File: config.mk
export PLATFORM = sky130hd
export DESIGN_NAME = coin_input_conditioner
export DESIGN_NICKNAME = d
export VERILOG_FILES = /design/src/rtl/coin_input_conditioner.sv
export SDC_FILE = /design/constraint.sdc
export NUM_CORES = 1
export LEC_CHECK = 0
export ABC_AREA = 1
export CAP_MARGIN = 20
export CORE_AREA = 5 5 127 129
export DETAILED_ROUTE_END_ITERATION = 16
export DIE_AREA = 0 0 132 134
export PLACE_DENSITY = 0.6
export SYNTH_ARGS = -nofsm -noshare
export SYNTH_HDL_FRONTEND = slang
export SYNTH_SLANG_ARGS = --single-unit
File: constraint.sdc
create_clock -name clk_sys -period 7.9 [get_ports clk_sys]
set_input_delay 1.58 -clock clk_sys [delete_from_list [all_inputs] [get_ports clk_sys]]
set_output_delay 1.58 -clock clk_sys [all_outputs]
set_load 0.01 [all_outputs]
File: src/rtl/coin_input_conditioner.sv
// -----------------------------------------------------------------------------
// coin_input_conditioner
//
// Sits between the joystick/OSD decoding and the galaga core coin/start inputs.
// Each coin press (a rising edge) is counted into a small per-channel queue.
// A per-channel FSM turns queued coins into fixed-width coin pulses, each
// followed by a fixed minimum low gap. Start presses are stretched to a minimum
// width. While pause is high every timer holds and no new coin is dequeued.
// Edges are still captured while paused.
//
// Ports:
//   clk_sys      in   system clock (18 MHz core clock)
//   reset        in   asynchronous, active-high reset
//   pause        in   CPU pause; freezes all timers and blocks dequeue
//   coin_in      in   [1:0] raw coin buttons, [0]=coin1 [1]=coin2
//   start_in     in   [1:0] raw start buttons, [0]=start1 [1]=start2
//   coin_out     out  [1:0] registered, conditioned coin pulses
//   start_out    out  [1:0] registered, stretched start signals
//   queue_level  out  [2*QUEUE_W-1:0] pending coins per channel, {ch1, ch0}
//   coin_total   out  [15:0] saturating count of issued pulses
//                     (present only when COIN_COUNTER_EN is defined)
//
// Optional feature macro: COIN_COUNTER_EN
// -----------------------------------------------------------------------------
module coin_input_conditioner #(
  parameter int PULSE_CYCLES = 1800000,
  parameter int GAP_CYCLES   = 1800000,
  parameter int START_MIN    = 360000,
  parameter int CNT_W        = 21,
  parameter int QUEUE_W      = 4
) (
  input  logic                   clk_sys,
  input  logic                   reset,
  input  logic                   pause,
  input  logic [1:0]             coin_in,
  input  logic [1:0]             start_in,
  output logic [1:0]             coin_out,
  output logic [1:0]             start_out,
  output logic [2*QUEUE_W-1:0]   queue_level
`ifdef COIN_COUNTER_EN
  ,
  output logic [15:0]            coin_total
`endif
);

  typedef enum logic [1:0] {
    ST_IDLE  = 2'd0,
    ST_PULSE = 2'd1,
    ST_GAP   = 2'd2
  } coin_state_t;

  // Timers count down to zero, so each phase loads its length minus one.
  localparam logic [CNT_W-1:0]   PULSE_LOAD = CNT_W'(PULSE_CYCLES - 1);
  localparam logic [CNT_W-1:0]   GAP_LOAD   = CNT_W'(GAP_CYCLES - 1);
  localparam logic [CNT_W-1:0]   START_LOAD = CNT_W'(START_MIN - 1);
  localparam logic [CNT_W-1:0]   CNT_ZERO   = CNT_W'(0);
  localparam logic [CNT_W-1:0]   CNT_ONE    = CNT_W'(1);
  localparam logic [QUEUE_W-1:0] Q_ZERO     = QUEUE_W'(0);
  localparam logic [QUEUE_W-1:0] Q_ONE      = QUEUE_W'(1);
  localparam logic [QUEUE_W-1:0] Q_FULL     = {QUEUE_W{1'b1}};

  logic [1:0] coin_in_q_r;
  logic [1:0] start_in_q_r;
  logic [1:0] coin_edge_s;
  logic [1:0] start_edge_s;
  logic [1:0] dequeue_s;

  // Previous-cycle copies of the raw inputs for rising-edge detection.
  always_ff @(posedge clk_sys or posedge reset) begin
    if (reset) begin
      coin_in_q_r  <= 2'b00;
      start_in_q_r <= 2'b00;
    end else begin
      coin_in_q_r  <= coin_in;
      start_in_q_r <= start_in;
    end
  end

  // One event per press: a held level never produces a second edge.
  assign coin_edge_s  = coin_in & ~coin_in_q_r;
  assign start_edge_s = start_in & ~start_in_q_r;

  for (genvar ch = 0; ch < 2; ch++) begin : g_chan
    coin_state_t        state_r;
    coin_state_t        state_s;
    logic [CNT_W-1:0]   timer_r;
    logic [CNT_W-1:0]   timer_s;
    logic [QUEUE_W-1:0] queue_r;
    logic [QUEUE_W-1:0] queue_s;
    logic               deq_s;
    logic               coin_out_r;
    logic [CNT_W-1:0]   stretch_r;
    logic [CNT_W-1:0]   stretch_s;
    logic               start_out_r;

    // Coin FSM next state, timer and dequeue strobe.
    always_comb begin
      state_s = state_r;
      timer_s = timer_r;
      deq_s   = 1'b0;
      case (state_r)
        ST_IDLE: begin
          if ((queue_r != Q_ZERO) && !pause) begin
            state_s = ST_PULSE;
            timer_s = PULSE_LOAD;
            deq_s   = 1'b1;
          end else begin
            state_s = ST_IDLE;
            timer_s = timer_r;
          end
        end
        ST_PULSE: begin
          if (pause) begin
            timer_s = timer_r;
          end else if (timer_r == CNT_ZERO) begin
            state_s = ST_GAP;
            timer_s = GAP_LOAD;
          end else begin
            timer_s = timer_r - CNT_ONE;
          end
        end
        ST_GAP: begin
          if (pause) begin
            timer_s = timer_r;
          end else if (timer_r == CNT_ZERO) begin
            state_s = ST_IDLE;
            timer_s = CNT_ZERO;
          end else begin
            timer_s = timer_r - CNT_ONE;
          end
        end
        default: begin
          state_s = ST_IDLE;
          timer_s = CNT_ZERO;
        end
      endcase
    end

    // Queue update: an edge and a dequeue in the same cycle cancel, so a
    // full queue still accepts a coin when one leaves at the same time.
    always_comb begin
      queue_s = queue_r;
      case ({coin_edge_s[ch], deq_s})
        2'b10: begin
          if (queue_r == Q_FULL) begin
            queue_s = queue_r;
          end else begin
            queue_s = queue_r + Q_ONE;
          end
        end
        2'b01:   queue_s = queue_r - Q_ONE;
        default: queue_s = queue_r;
      endcase
    end

    // Start stretch timer: a fresh press reloads, otherwise count down unless paused.
    always_comb begin
      stretch_s = stretch_r;
      if (start_edge_s[ch]) begin
        stretch_s = START_LOAD;
      end else if (!pause && (stretch_r != CNT_ZERO)) begin
        stretch_s = stretch_r - CNT_ONE;
      end else begin
        stretch_s = stretch_r;
      end
    end

    // Channel state registers; coin_out is decoded from the next state so it
    // is high exactly while the FSM sits in PULSE.
    always_ff @(posedge clk_sys or posedge reset) begin
      if (reset) begin
        state_r     <= ST_IDLE;
        timer_r     <= CNT_ZERO;
        queue_r     <= Q_ZERO;
        coin_out_r  <= 1'b0;
        stretch_r   <= CNT_ZERO;
        start_out_r <= 1'b0;
      end else begin
        state_r     <= state_s;
        timer_r     <= timer_s;
        queue_r     <= queue_s;
        coin_out_r  <= (state_s == ST_PULSE);
        stretch_r   <= stretch_s;
        start_out_r <= start_in[ch] | (stretch_r != CNT_ZERO);
      end
    end

    assign dequeue_s[ch]                          = deq_s;
    assign coin_out[ch]                           = coin_out_r;
    assign start_out[ch]                          = start_out_r;
    assign queue_level[ch*QUEUE_W +: QUEUE_W]     = queue_r;
  end

`ifdef COIN_COUNTER_EN
  logic [15:0] total_r;
  logic [15:0] total_s;

  // Saturating pulse counter; both channels can start a pulse in one cycle.
  always_comb begin
    total_s = total_r;
    case (dequeue_s)
      2'b01, 2'b10: begin
        if (total_r != 16'hFFFF) begin
          total_s = total_r + 16'd1;
        end else begin
          total_s = total_r;
        end
      end
      2'b11: begin
        if (total_r < 16'hFFFE) begin
          total_s = total_r + 16'd2;
        end else begin
          total_s = 16'hFFFF;
        end
      end
      default: total_s = total_r;
    endcase
  end

  // Pulse counter register.
  always_ff @(posedge clk_sys or posedge reset) begin
    if (reset) begin
      total_r <= 16'd0;
    end else begin
      total_r <= total_s;
    end
  end

  assign coin_total = total_r;
`endif

endmodule

==> out/qor.csv, run 1 <==
stage,metric,value,unit
status,outcome,"complete, no violations",
clocking,clock sink count,104,
worst_setup_path,worst-path fanout max,9,
logic_synthesis,Synth cell types,38,
timing,Setup-failing EPs final,0,
worst_setup_path,Setup crit end,g_chan[1].queue_r[3],
placed_design,Placed Area,0.00698,mm2
clocking,clk slew on worst S/H paths,0.07,ns
clocking,H-tree depth,3,
finish,highest-count cells in the layout ignoring fill and taps,"nand2_1, nor2_1, dfrtp_1",
timing,"Slew Viols, Final",0,
power_and_ir_drop,Tot Pwr,2.13,mW
finish,post-route cell area,0.00732,mm2
detailed_routing,Detailed Route WL,14.9,mm
min_path,hold crit path type,reg2reg,
global_route,pin count of the biggest net entering global routing,72,
clocking,hold_buf cts,0,
clocking,Root Driver,clkbuf_16,
global_route,total congestion overflow,0,
die,I/O Pins,19,
finish,final net count,997,
timing,Final WS setup,4.62,ns
timing,Min Hold Slack,0.483,ns
logic_synthesis,sequential fraction of the synthesis area,39.0,%
detailed_routing,# DRC,0,
power_and_ir_drop,leakage,3.63,nW
power_and_ir_drop,Max VDD drop,0.000150,V
logic_synthesis,#FFs+latches synth,104,
worst_setup_path,Crit. End Element,register,
detailed_routing,DRT antenna net count,0,
detailed_routing,first drt pass iteration count,4,
clocking,# resized after CTS,0,
finish,share of layout cells above drive strength 1,8.14,%
global_route,number of global-route vias before repair,5460,
placed_design,PortBufs,18,
worst_setup_path,R2R setup slack,5.66,ns
logic_synthesis,Post-synth top flop,dfrtp_1,
die,Core Region,0.0149,mm2
die,Die ar.,0.0177,mm2
logic_synthesis,synthesized net count,983,
worst_setup_path,CP arrival,3.52,ns
worst_setup_path,R2R Path End,g_chan[0].stretch_r[15],
die,die width,132,um
logic_synthesis,"Avg Cell Area, Syn",6.92,um2
clocking,CTS Buffer Depth,2,
run,maxcap violations,0,
die,# rows,45,
logic_synthesis,share of flip-flops with an asynchronous set or reset,100,%
finish,ant diodes,0,
logic_synthesis,"EDFF count, synth",0,
timing,Worst Skew,0.00716,ns
worst_setup_path,Startpoint Class,input port,
timing,Slew HR,39.4,%
timing,unrepaired setup endpoints after global routing,no,
timing,fmax,305,MHz
worst_setup_path,"Req. time, crit path",8.14,ns
detailed_routing,DR WL/cell,12.7,um
timing,measured slew at the worst slew-check pin,0.909,ns
worst_setup_path,critical path class,in2reg,
die,Initial Utilization,44.7,%
finish,P&R area growth vs syn,9.73,%
timing,Tmin final,3.28,ns
die,Die Height,134,um
worst_setup_path,Worst Setup SP,pause,
logic_synthesis,post-synthesis instance total,964,
finish,"commonest non-fill, non-tap cell in the layout",nand2_1,
clocking,CTS buffer count,9,
global_route,initial antenna violation count,0,
clocking,CTS tree,done,
timing,Fin. Hold Viols,0,
clocking,Post-CTS Setup Inserts,0,
logic_synthesis,"Cell Area, Synth",0.00668,mm2
global_route,first-pass GRT wire length,26.1,mm
worst_setup_path,Reg-to-Reg Start,g_chan[0].stretch_r[0],
detailed_routing,Avg Vias per Cell,4.98,
logic_synthesis,synth warn,0,
placed_design,Post-DP HPWL,10.7,mm
global_route,Total GRT Usage,17.6,%
power_and_ir_drop,cell area power density,291,mW/mm2
placed_design,Final GP Congestion,0.866,
timing,setup TNS,0,ns
detailed_routing,routed vias,5834,
timing,fin crit share,41.5,%
clocking,Clock Latency Late Sink,0.35,ns
placed_design,dpl ws,4.25,ns
worst_setup_path,path depth of the worst reg2reg path,10,
detailed_routing,First DRT Iteration DRCs,316,
[cell families after synthesis]
| group | after synthesis | share of synthesized area (%) |
|---|---|---|
| simple gates | 632 | 41.1 |
| flops | 104 | 39.0 |
| compound gates | 73 | 6.65 |
| xor+xnor | 24 | 3.15 |
| fa+ha+maj | 12 | 2.47 |
| buf+inv | 119 | 7.63 |
[layout make-up]
cell class | count | area [um2]
clock buffer | 11 | 243
clock inverter | 5 | 104
fill | 1455 | 7600
inverter | 103 | 389
multi-input combinational | 741 | 3560
sequential | 104 | 2600
tap | 188 | 235
timing repair buffer | 19 | 188
[flip-flops by register name (all words and copies together), names as in the netlist]
signal              count
g_chan.state_r          4
g_chan.start_out_r      2
g_chan.coin_out_r       2
g_chan.queue_r          8
g_chan.timer_r         42
coin_in_q_r             2
g_chan.stretch_r       42
start_in_q_r            2
[how the worst min path moves through the flow]
stage	startpoint	to	slack, ns	cells after the start
after global routing	g_chan[1].timer_r[0]	g_chan[1].timer_r[0]	0.53	2
after floorplan	g_chan[0].timer_r[0]	g_chan[0].timer_r[0]	0.45	2
after CTS	g_chan[0].timer_r[0]	g_chan[0].timer_r[0]	0.49	2
after detailed placement	g_chan[0].timer_r[0]	g_chan[0].timer_r[0]	0.47	2
after global placement	g_chan[0].timer_r[0]	g_chan[0].timer_r[0]	0.47	2
final	g_chan[0].timer_r[0]	g_chan[0].timer_r[0]	0.48	2
[Yosys cell counts (5+ instances only)]
| cell | number | share of area [%] |
|---|---|---|
| ha_1 | 10 | 1.9 |
| dfrtp_1 | 104 | 39 |
| o21ai_0 | 31 | 2.3 |
| xnor2_1 | 5 | 0.66 |
| inv_2 | 8 | 0.45 |
| nor2_4 | 6 | 1.0 |
| o21ai_2 | 17 | 2.2 |
| xor2_1 | 19 | 2.5 |
| nor2_1 | 149 | 8.4 |
| inv_1 | 94 | 5.3 |
| nand2_1 | 313 | 18 |
| nand2_2 | 8 | 0.75 |
| nand4_1 | 24 | 2.2 |
| nor2_2 | 14 | 1.3 |
| buf_6 | 6 | 1.0 |
| o21ai_1 | 7 | 0.52 |
| a21oi_1 | 11 | 0.82 |
| nand3_1 | 97 | 7.3 |
[routing by layer]
| layer | global-route usage, % | vias to the layer above | part of all wire, % | wire, um |
|---|---|---|---|---|
| li1 | - | 3085 | - | - |
| met1 | 24.0 | 2671 | 50 | 7380 |
| met2 | 28.4 | 63 | 46 | 6790 |
| met3 | 3.68 | 15 | 3.3 | 492 |
| met4 | 4.74 | 0 | 1.3 | 191 |
| met5 | 0 | - | 0 | 0 |
[worst max-delay path, stage by stage]
cell             delay [ns]
clkdlybuf4s50_1        0.56
nor2_1                 0.21
nand3_1                0.17
inv_1                  0.14
ha_1                   0.23
a21o_1                 0.17
a21oi_1                0.14
nand2b_1               0.14
nand3_1                0.07
nand2_1                0.07
nand2_1                0.04
[metrics by stage]
stage | util, % | std cells
finish | 49.1 | 1171
global route | 49.1 | 1171
CTS | 49.1 | 1171
detailed placement | 46.8 | 1155
global placement | 46.8 | 1155
floorplan | - | 964
[report_power, final]
group | switching, mW | leakage (nW) | internal (mW)
Combinational | 0.473 | 2.21 | 0.296
Sequential | 0.169 | 1.24 | 0.671
Clock | 0.203 | 0.170 | 0.319
Total | 0.844 | 3.63 | 1.29
Power figures use the tool's default switching activity.
==> run 2: changes to the inputs <==
==> constraint.sdc (replaced) <==
create_clock -name clk_sys -period 3.1 [get_ports clk_sys]
set_input_delay 0.62 -clock clk_sys [delete_from_list [all_inputs] [get_ports clk_sys]]
set_output_delay 0.62 -clock clk_sys [all_outputs]
set_load 0.01 [all_outputs]
==> run 2 against run 1 <==
Effect of this change: first-iteration DRC count rose by 16%; total power rose to 2.5 times the previous value; sequential share of layout area fell by 0.29 points; critical path type unchanged; wire length rose by 0.20%; largest cell class unchanged; non-clock buffer count rose by 7; global-route usage fell by 0.33 points; critical endpoint is now g_chan[0].queue_r[3]; clock power rose by 150%; sequential power rose to 2.5 times the previous value; register-to-register slack got worse by 4.7 ns.
==> out/qor.csv, run 2 (same netlist as run 1, synthesis figures left out) <==
stage,metric,value,unit,change
status,outcome,"complete, no violations",,
timing,unrepaired setup endpoints after global routing,no,,
detailed_routing,First DRT Iteration DRCs,366,,+16%
clocking,Clock Latency Late Sink,0.36,ns,about the same
worst_setup_path,worst-path fanout max,4,,-5
clocking,H-tree depth,3,,unchanged
timing,Setup-failing EPs final,0,,unchanged
finish,"commonest non-fill, non-tap cell in the layout",nand2_1,,
placed_design,Post-DP HPWL,10.8,mm,+1.5%
clocking,hold_buf cts,0,,unchanged
timing,fin crit share,70.9,%,
finish,highest-count cells in the layout ignoring fill and taps,"nand2_1, nor2_1, dfrtp_1",,
detailed_routing,DR WL/cell,12.6,um,-0.39%
run,maxcap violations,0,,unchanged
die,Die Height,134,um,unchanged
worst_setup_path,max incr delay on CP,0.48,ns,-0.08 ns
die,Die ar.,0.0177,mm2,unchanged
placed_design,Placed Area,0.00704,mm2,+0.95%
clocking,CTS buffer count,9,,unchanged
worst_setup_path,CP arrival,2.45,ns,-1.07 ns
global_route,Total GRT Usage,17.2,%,-0.33 points
worst_setup_path,Worst Setup SP,pause,,
min_path,hold crit path type,reg2reg,,
global_route,pin count of the biggest net entering global routing,43,,-40%
power_and_ir_drop,sw frac,39.8,%,+0.21 points
finish,fin cells,1178,,+0.60%
die,Core Region,0.0149,mm2,unchanged
worst_setup_path,critical path class,in2reg,,
power_and_ir_drop,Logic pwr share,36.2,%,about the same
die,Initial Utilization,44.7,%,unchanged
die,# rows,45,,unchanged
die,I/O Pins,19,,unchanged
timing,Tmin final,2.20,ns,
detailed_routing,Detailed Route WL,14.9,mm,+0.20%
power_and_ir_drop,leakage,3.65,nW,+0.69%
detailed_routing,DRT antenna net count,0,,unchanged
placed_design,PortBufs,18,,unchanged
power_and_ir_drop,cell area power density,731,mW/mm2,+150%
worst_setup_path,Crit. End Element,register,,
clocking,clock sink count,104,,unchanged
timing,Slew HR,68.8,%,+29 points
placed_design,Final GP Congestion,0.859,,-0.80%
placed_design,DP Cell Count,1162,,+0.61%
clocking,CTS tree,done,,
timing,fmax,455,MHz,
timing,"Slew Viols, Final",0,,unchanged
clocking,# resized after CTS,0,,unchanged
finish,ant diodes,0,,unchanged
finish,P&R area growth vs syn,10.6,%,
timing,measured slew at the worst slew-check pin,0.467,ns,-0.442 ns
power_and_ir_drop,Seq pwr share,39.7,%,+0.3 points
timing,Fin. Hold Viols,0,,unchanged
power_and_ir_drop,Clk pwr share,24.2,%,-0.3 points
finish,biggest regs,"g_chan.stretch_r x42, g_chan.timer_r x42, g_chan.queue_r x8",,
die,die width,132,um,unchanged
finish,post-route cell area,0.00739,mm2,+0.84%
global_route,number of global-route vias before repair,5219,,-4.4%
min_path,hold_sp,g_chan[1].timer_r[0],,
clocking,CTS Buffer Depth,2,,unchanged
power_and_ir_drop,Tot Pwr,5.40,mW,+150%
clocking,Root Driver,clkbuf_16,,
global_route,first-pass GRT wire length,25.5,mm,-2.5%
power_and_ir_drop,Max VDD drop,0.000372,V,+150%
global_route,total congestion overflow,0,,unchanged
finish,final net count,1004,,+0.70%
clocking,Post-CTS Setup Inserts,0,,unchanged
finish,share of layout cells above drive strength 1,8.89,%,+0.75 points
global_route,initial antenna violation count,0,,unchanged
detailed_routing,Avg Vias per Cell,4.93,,-0.99%
worst_setup_path,"Req. time, crit path",3.35,ns,-4.79 ns
worst_setup_path,Reg-to-Reg Start,g_chan[0].timer_r[0],,
timing,setup TNS,0,ns,unchanged
detailed_routing,first drt pass iteration count,5,,+1
detailed_routing,routed vias,5811,,-0.39%
worst_setup_path,"Critical Path, Cell by Cell","clkdlybuf4s50_1, nor2_1, nand3_1, inv_1, ha_1, a21o_1, a21oi_1, nand2b_1, nand3_1, nand2_1, nand2_1",,
detailed_routing,# DRC,0,,unchanged
timing,Worst Skew,0.00716,ns,-0.00000188 ns
worst_setup_path,Bufs and invs on worst path,2,,unchanged
worst_setup_path,Startpoint Class,input port,,
worst_setup_path,CP max stage cell,clkdlybuf4s50_1,,
clocking,clk slew on worst S/H paths,0.07,ns,about the same
power_and_ir_drop,Switch Pwr,2.15,mW,+150%
worst_setup_path,CP top delay family,simple AND/OR/NAND/NOR gates,,
power_and_ir_drop,Int Pwr,3.25,mW,+150%
run 2: cell count changes in the layout (fill, tap and decap cells not counted), sizes merged:
cell,before,now
bufinv,3,2
clkinv,3,1
buf,1,8
inv,102,101
clkinvlp,0,3
clkbuf,11,12
run 2: worst register-to-register path, delay by kind of cell (launching register included):
| family | cells | cell delay (ns) |
|---|---|---|
| fa+ha+maj | 1 | 0.18 |
| compound gates | 1 | 0.09 |
| buf+inv | 3 | 0.43 |
| flops | 1 | 0.38 |
| simple gates | 7 | 0.94 |
run 2: through the flow:
| step | utilization [%] | hold slack, ns | setup slack (ns) |
|---|---|---|---|
| floorplan | - | 0.449 | 1.03 |
| global placement | 47.2 | 0.462 | 0.553 |
| detailed placement | 47.2 | 0.470 | 0.515 |
| CTS | 49.5 | 0.487 | 0.904 |
| global route | 49.5 | 0.516 | 0.669 |
| finish | 49.5 | 0.480 | 0.901 |
run 2: final timing paths:
check / end / slack (ns) / cells past startpoint
max in group asynchronous: g_chan[0].timer_r[12] / 1.94 / 3
max reg2reg: g_chan[0].timer_r[9] / 0.98 / 12
min reg2reg: g_chan[1].timer_r[0] / 0.48 / 2
max: g_chan[0].queue_r[3] / 0.90 / 11
min in group asynchronous: g_chan[0].timer_r[6] / 0.58 / 2
min: g_chan[1].timer_r[0] / 0.48 / 2
run 2: metal layers:
metal  vias to the layer above  GRT usage, %  wire, um
met5                         -             0         0
met4                         0          4.11       171
met3                        18          4.20       492
met2                        61          26.8      6680
met1                      2644          24.4      7550
li1                       3088             -         -
run 2: area by class of cell:
class                   count  area [um2]
repair buffers             26         253
multi-input cells         741        3560
well taps                 188         235
clock buffers              12         267
flip-flops and latches    104        2600
clock inverters             4        75.1
inverters                 103         390
fillers                  1500        7530
run 2: power groups by stage:
stage | sequential [mW] | combinational, mW | clock, mW
3_3_place_gp | 2.17 | 1.95 | 0
2_1_floorplan | 2.07 | 1.54 | 0
5_1_grt | 2.21 | 2.27 | 1.41
4_1_cts | 2.15 | 1.98 | 1.36
3_5_place_dp | 2.16 | 1.97 | 0
6_report | 2.14 | 1.95 | 1.30
==> run 3: changes to the inputs <==
--- a/config.mk
+++ b/config.mk
@@ -10,7 +10,7 @@
 export CORE_AREA = 5 5 127 129
 export DETAILED_ROUTE_END_ITERATION = 16
 export DIE_AREA = 0 0 132 134
-export PLACE_DENSITY = 0.6
+export PLACE_DENSITY = 0.62
 export SYNTH_ARGS = -nofsm -noshare
 export SYNTH_HDL_FRONTEND = slang
 export SYNTH_SLANG_ARGS = --single-unit
==> constraint.sdc (replaced) <==
create_clock -name clk_sys -period 1.9 [get_ports clk_sys]
set_input_delay 0.38 -clock clk_sys [delete_from_list [all_inputs] [get_ports clk_sys]]
set_output_delay 0.38 -clock clk_sys [all_outputs]
set_load 0.01 [all_outputs]
==> run 3 against run 2 <==
Effect of this change: clock-buffer cell count shrank 2; sequential power grew 59%; critical path depth shrank 9; first-iteration DRC count grew 32%; register-to-register slack lost 0.87 ns; final cell count grew 4.4%.
==> out/qor.csv, run 3 (same netlist as run 1, synthesis figures left out) <==
stage,metric,value,unit,change
timing,Tmin final,1.81,ns,
timing,fmax,553,MHz,
power_and_ir_drop,cell area power density,1150,mW/mm2,+57%
clocking,CTS Buffer Depth,2,,unchanged
detailed_routing,DRT antenna net count,0,,unchanged
clocking,Post-CTS Setup Inserts,0,,unchanged
worst_setup_path,worst-path fanout max,5,,+1
global_route,met1 usage,25.7,%,+1.3 points
global_route,number of global-route vias before repair,5581,,+6.9%
clocking,Root Driver,clkbuf_16,,
placed_design,Placed Area,0.00750,mm2,+6.4%
clocking,clk slew on worst S/H paths,0.07,ns,about the same
worst_setup_path,CP top delay family,buffers and inverters,,
timing,measured slew at the worst slew-check pin,0.387,ns,-0.0797 ns
die,Initial Utilization,44.7,%,unchanged
timing,Fin. Hold Viols,0,,unchanged
detailed_routing,DR WL/cell,12.4,um,-1.9%
detailed_routing,Detailed Route WL,15.2,mm,+2.4%
finish,footprint of the multi-input gates,0.00363,mm2,+1.8%
finish,ant diodes,0,,unchanged
worst_setup_path,Crit. End Element,primary output,,
finish,post-route cell area,0.00785,mm2,+6.2%
timing,Slew HR,74.2,%,+5.4 points
detailed_routing,First DRT Iteration DRCs,484,,+32%
clocking,clock sink count,104,,unchanged
placed_design,Post-DP HPWL,11.5,mm,+5.9%
global_route,Total GRT Usage,17.9,%,+0.70 points
die,I/O Pins,19,,unchanged
global_route,total congestion overflow,0,,unchanged
finish,biggest regs,"g_chan.stretch_r x42, g_chan.timer_r x42, g_chan.queue_r x8",,
detailed_routing,Avg Vias per Cell,4.96,,+0.63%
die,Die ar.,0.0177,mm2,unchanged
status,outcome,"complete, no violations",,
finish,fin util,52.6,%,+3.1 points
placed_design,dpl ws,-0.355,ns,-0.870 ns
finish,Reg area,0.00260,mm2,unchanged
power_and_ir_drop,Tot Pwr,8.99,mW,+67%
clocking,Clock Latency Late Sink,0.36,ns,about the same
worst_setup_path,CP max stage cell,clkdlybuf4s50_1,,
placed_design,PortBufs,18,,unchanged
global_route,met2 Track Usage GR,28.1,%,+1.3 points
clocking,H-tree depth,3,,unchanged
detailed_routing,routed vias,6106,,+5.1%
detailed_routing,first drt pass iteration count,5,,unchanged
clocking,CTS tree,done,,
global_route,pin count of the biggest net entering global routing,49,,+14%
timing,Final WS setup,0.0929,ns,-0.808 ns
worst_setup_path,Bufs and invs on worst path,2,,unchanged
detailed_routing,# DRC,0,,unchanged
worst_setup_path,Startpoint Class,register,,
worst_setup_path,"Critical Path, Cell by Cell","buf_4, clkdlybuf4s50_1",,
timing,Setup-failing EPs final,0,,unchanged
finish,final net count,1056,,+5.2%
timing,"Slew Viols, Final",0,,unchanged
timing,Worst Skew,0.00926,ns,+0.00210 ns
finish,share of layout cells above drive strength 1,15.0,%,+6.1 points
worst_setup_path,"Req. time, crit path",1.52,ns,-1.83 ns
clocking,CTS buffer count,9,,unchanged
worst_setup_path,path depth of the worst reg2reg path,11,,-1
worst_setup_path,critical path class,reg2out,,
timing,fin crit share,95.1,%,
global_route,first-pass GRT wire length,26.7,mm,+5.0%
global_route,gr busiest metal,met2,,
worst_setup_path,max incr delay on CP,0.54,ns,+0.06 ns
die,Core Region,0.0149,mm2,unchanged
finish,highest-count cells in the layout ignoring fill and taps,"nand2_1, nor2_1, dfrtp_1",,
worst_setup_path,CP Depth,2,,-9
die,# rows,45,,unchanged
run,maxcap violations,0,,unchanged
finish,Filler cells,1442,,-3.9%
finish,P&R area growth vs syn,17.5,%,
global_route,initial antenna violation count,0,,unchanged
global_route,GRT met3 Usage,3.53,%,-0.68 points
placed_design,Final GP Congestion,0.825,,-4.0%
die,Die Height,134,um,unchanged
power_and_ir_drop,leakage,3.93,nW,+7.6%
min_path,hold crit path type,in2async,,
power_and_ir_drop,Max VDD drop,0.000720,V,+94%
die,die width,132,um,unchanged
finish,"commonest non-fill, non-tap cell in the layout",nand2_1,,
worst_setup_path,CP arrival,1.43,ns,-1.02 ns
==> run 3: per-stage QoR <==
step                hold slack, ns  instances  setup TNS [ns]
finish                       0.348       1230               0
global route                 0.369       1230         -0.0321
CTS                          0.344       1230               0
detailed placement           0.466       1214           -5.58
global placement             0.463       1214           -3.48
floorplan                    0.411        964               0
==> run 3: final cells by class <==
type                            instances  share of cell area (%)
Multi-Input combinational cell        741                    46.3
Sequential cell                       104                    33.2
Timing Repair Buffer                   78                    9.03
Inverter                              103                    4.98
Clock buffer                           10                    3.05
Tap cell                              188                    3.00
Clock inverter                          6                   0.526
==> run 3: layer usage <==
metal / wire [um] / up-vias
met1: 7600 / 2783
met5: 0 / -
met2: 6950 / 110
met4: 189 / 0
li1: - / 3193
met3: 518 / 20
==> run 3: power by group <==
part	internal [mW]	leakage, nW	switching (mW)
Combinational	1.60	2.54	2.18
Sequential	2.79	1.24	0.612
Clock	0.933	0.143	0.874
==> run 3: what timing repair did <==
item | CTS | global route
endpoints found under the setup margin | 0 | 11
hold buffers | 0 | 0
endpoints found under the hold margin | 0 | 0
gates resized for setup | 0 | 19
==> run 3: worst paths after layout <==
path	start	endpoint	slack, ns
worst max-delay path	g_chan[0].queue_r[0]	queue_level[0]	0.09
worst min-delay path	reset	g_chan[1].timer_r[18]	0.35
worst max register to register	g_chan[0].queue_r[3]	g_chan[0].queue_r[3]	0.11
worst min register to register	g_chan[0].timer_r[0]	g_chan[0].timer_r[0]	0.50
max in group asynchronous	reset	g_chan[0].timer_r[20]	0.99
min in group clk_sys	coin_in[0]	coin_in_q_r[0]	0.49
==> run 3: worst register-to-register path, stage by stage, from the launching register on <==
cell      delay, ns
dfrtp_1        0.39
nor2_1         0.14
nand2_1        0.10
nand3_2        0.10
inv_2          0.04
buf_4          0.14
ha_1           0.29
a21oi_2        0.16
nand2b_4       0.15
nand3_1        0.06
nand2_1        0.06
nand2_1        0.05
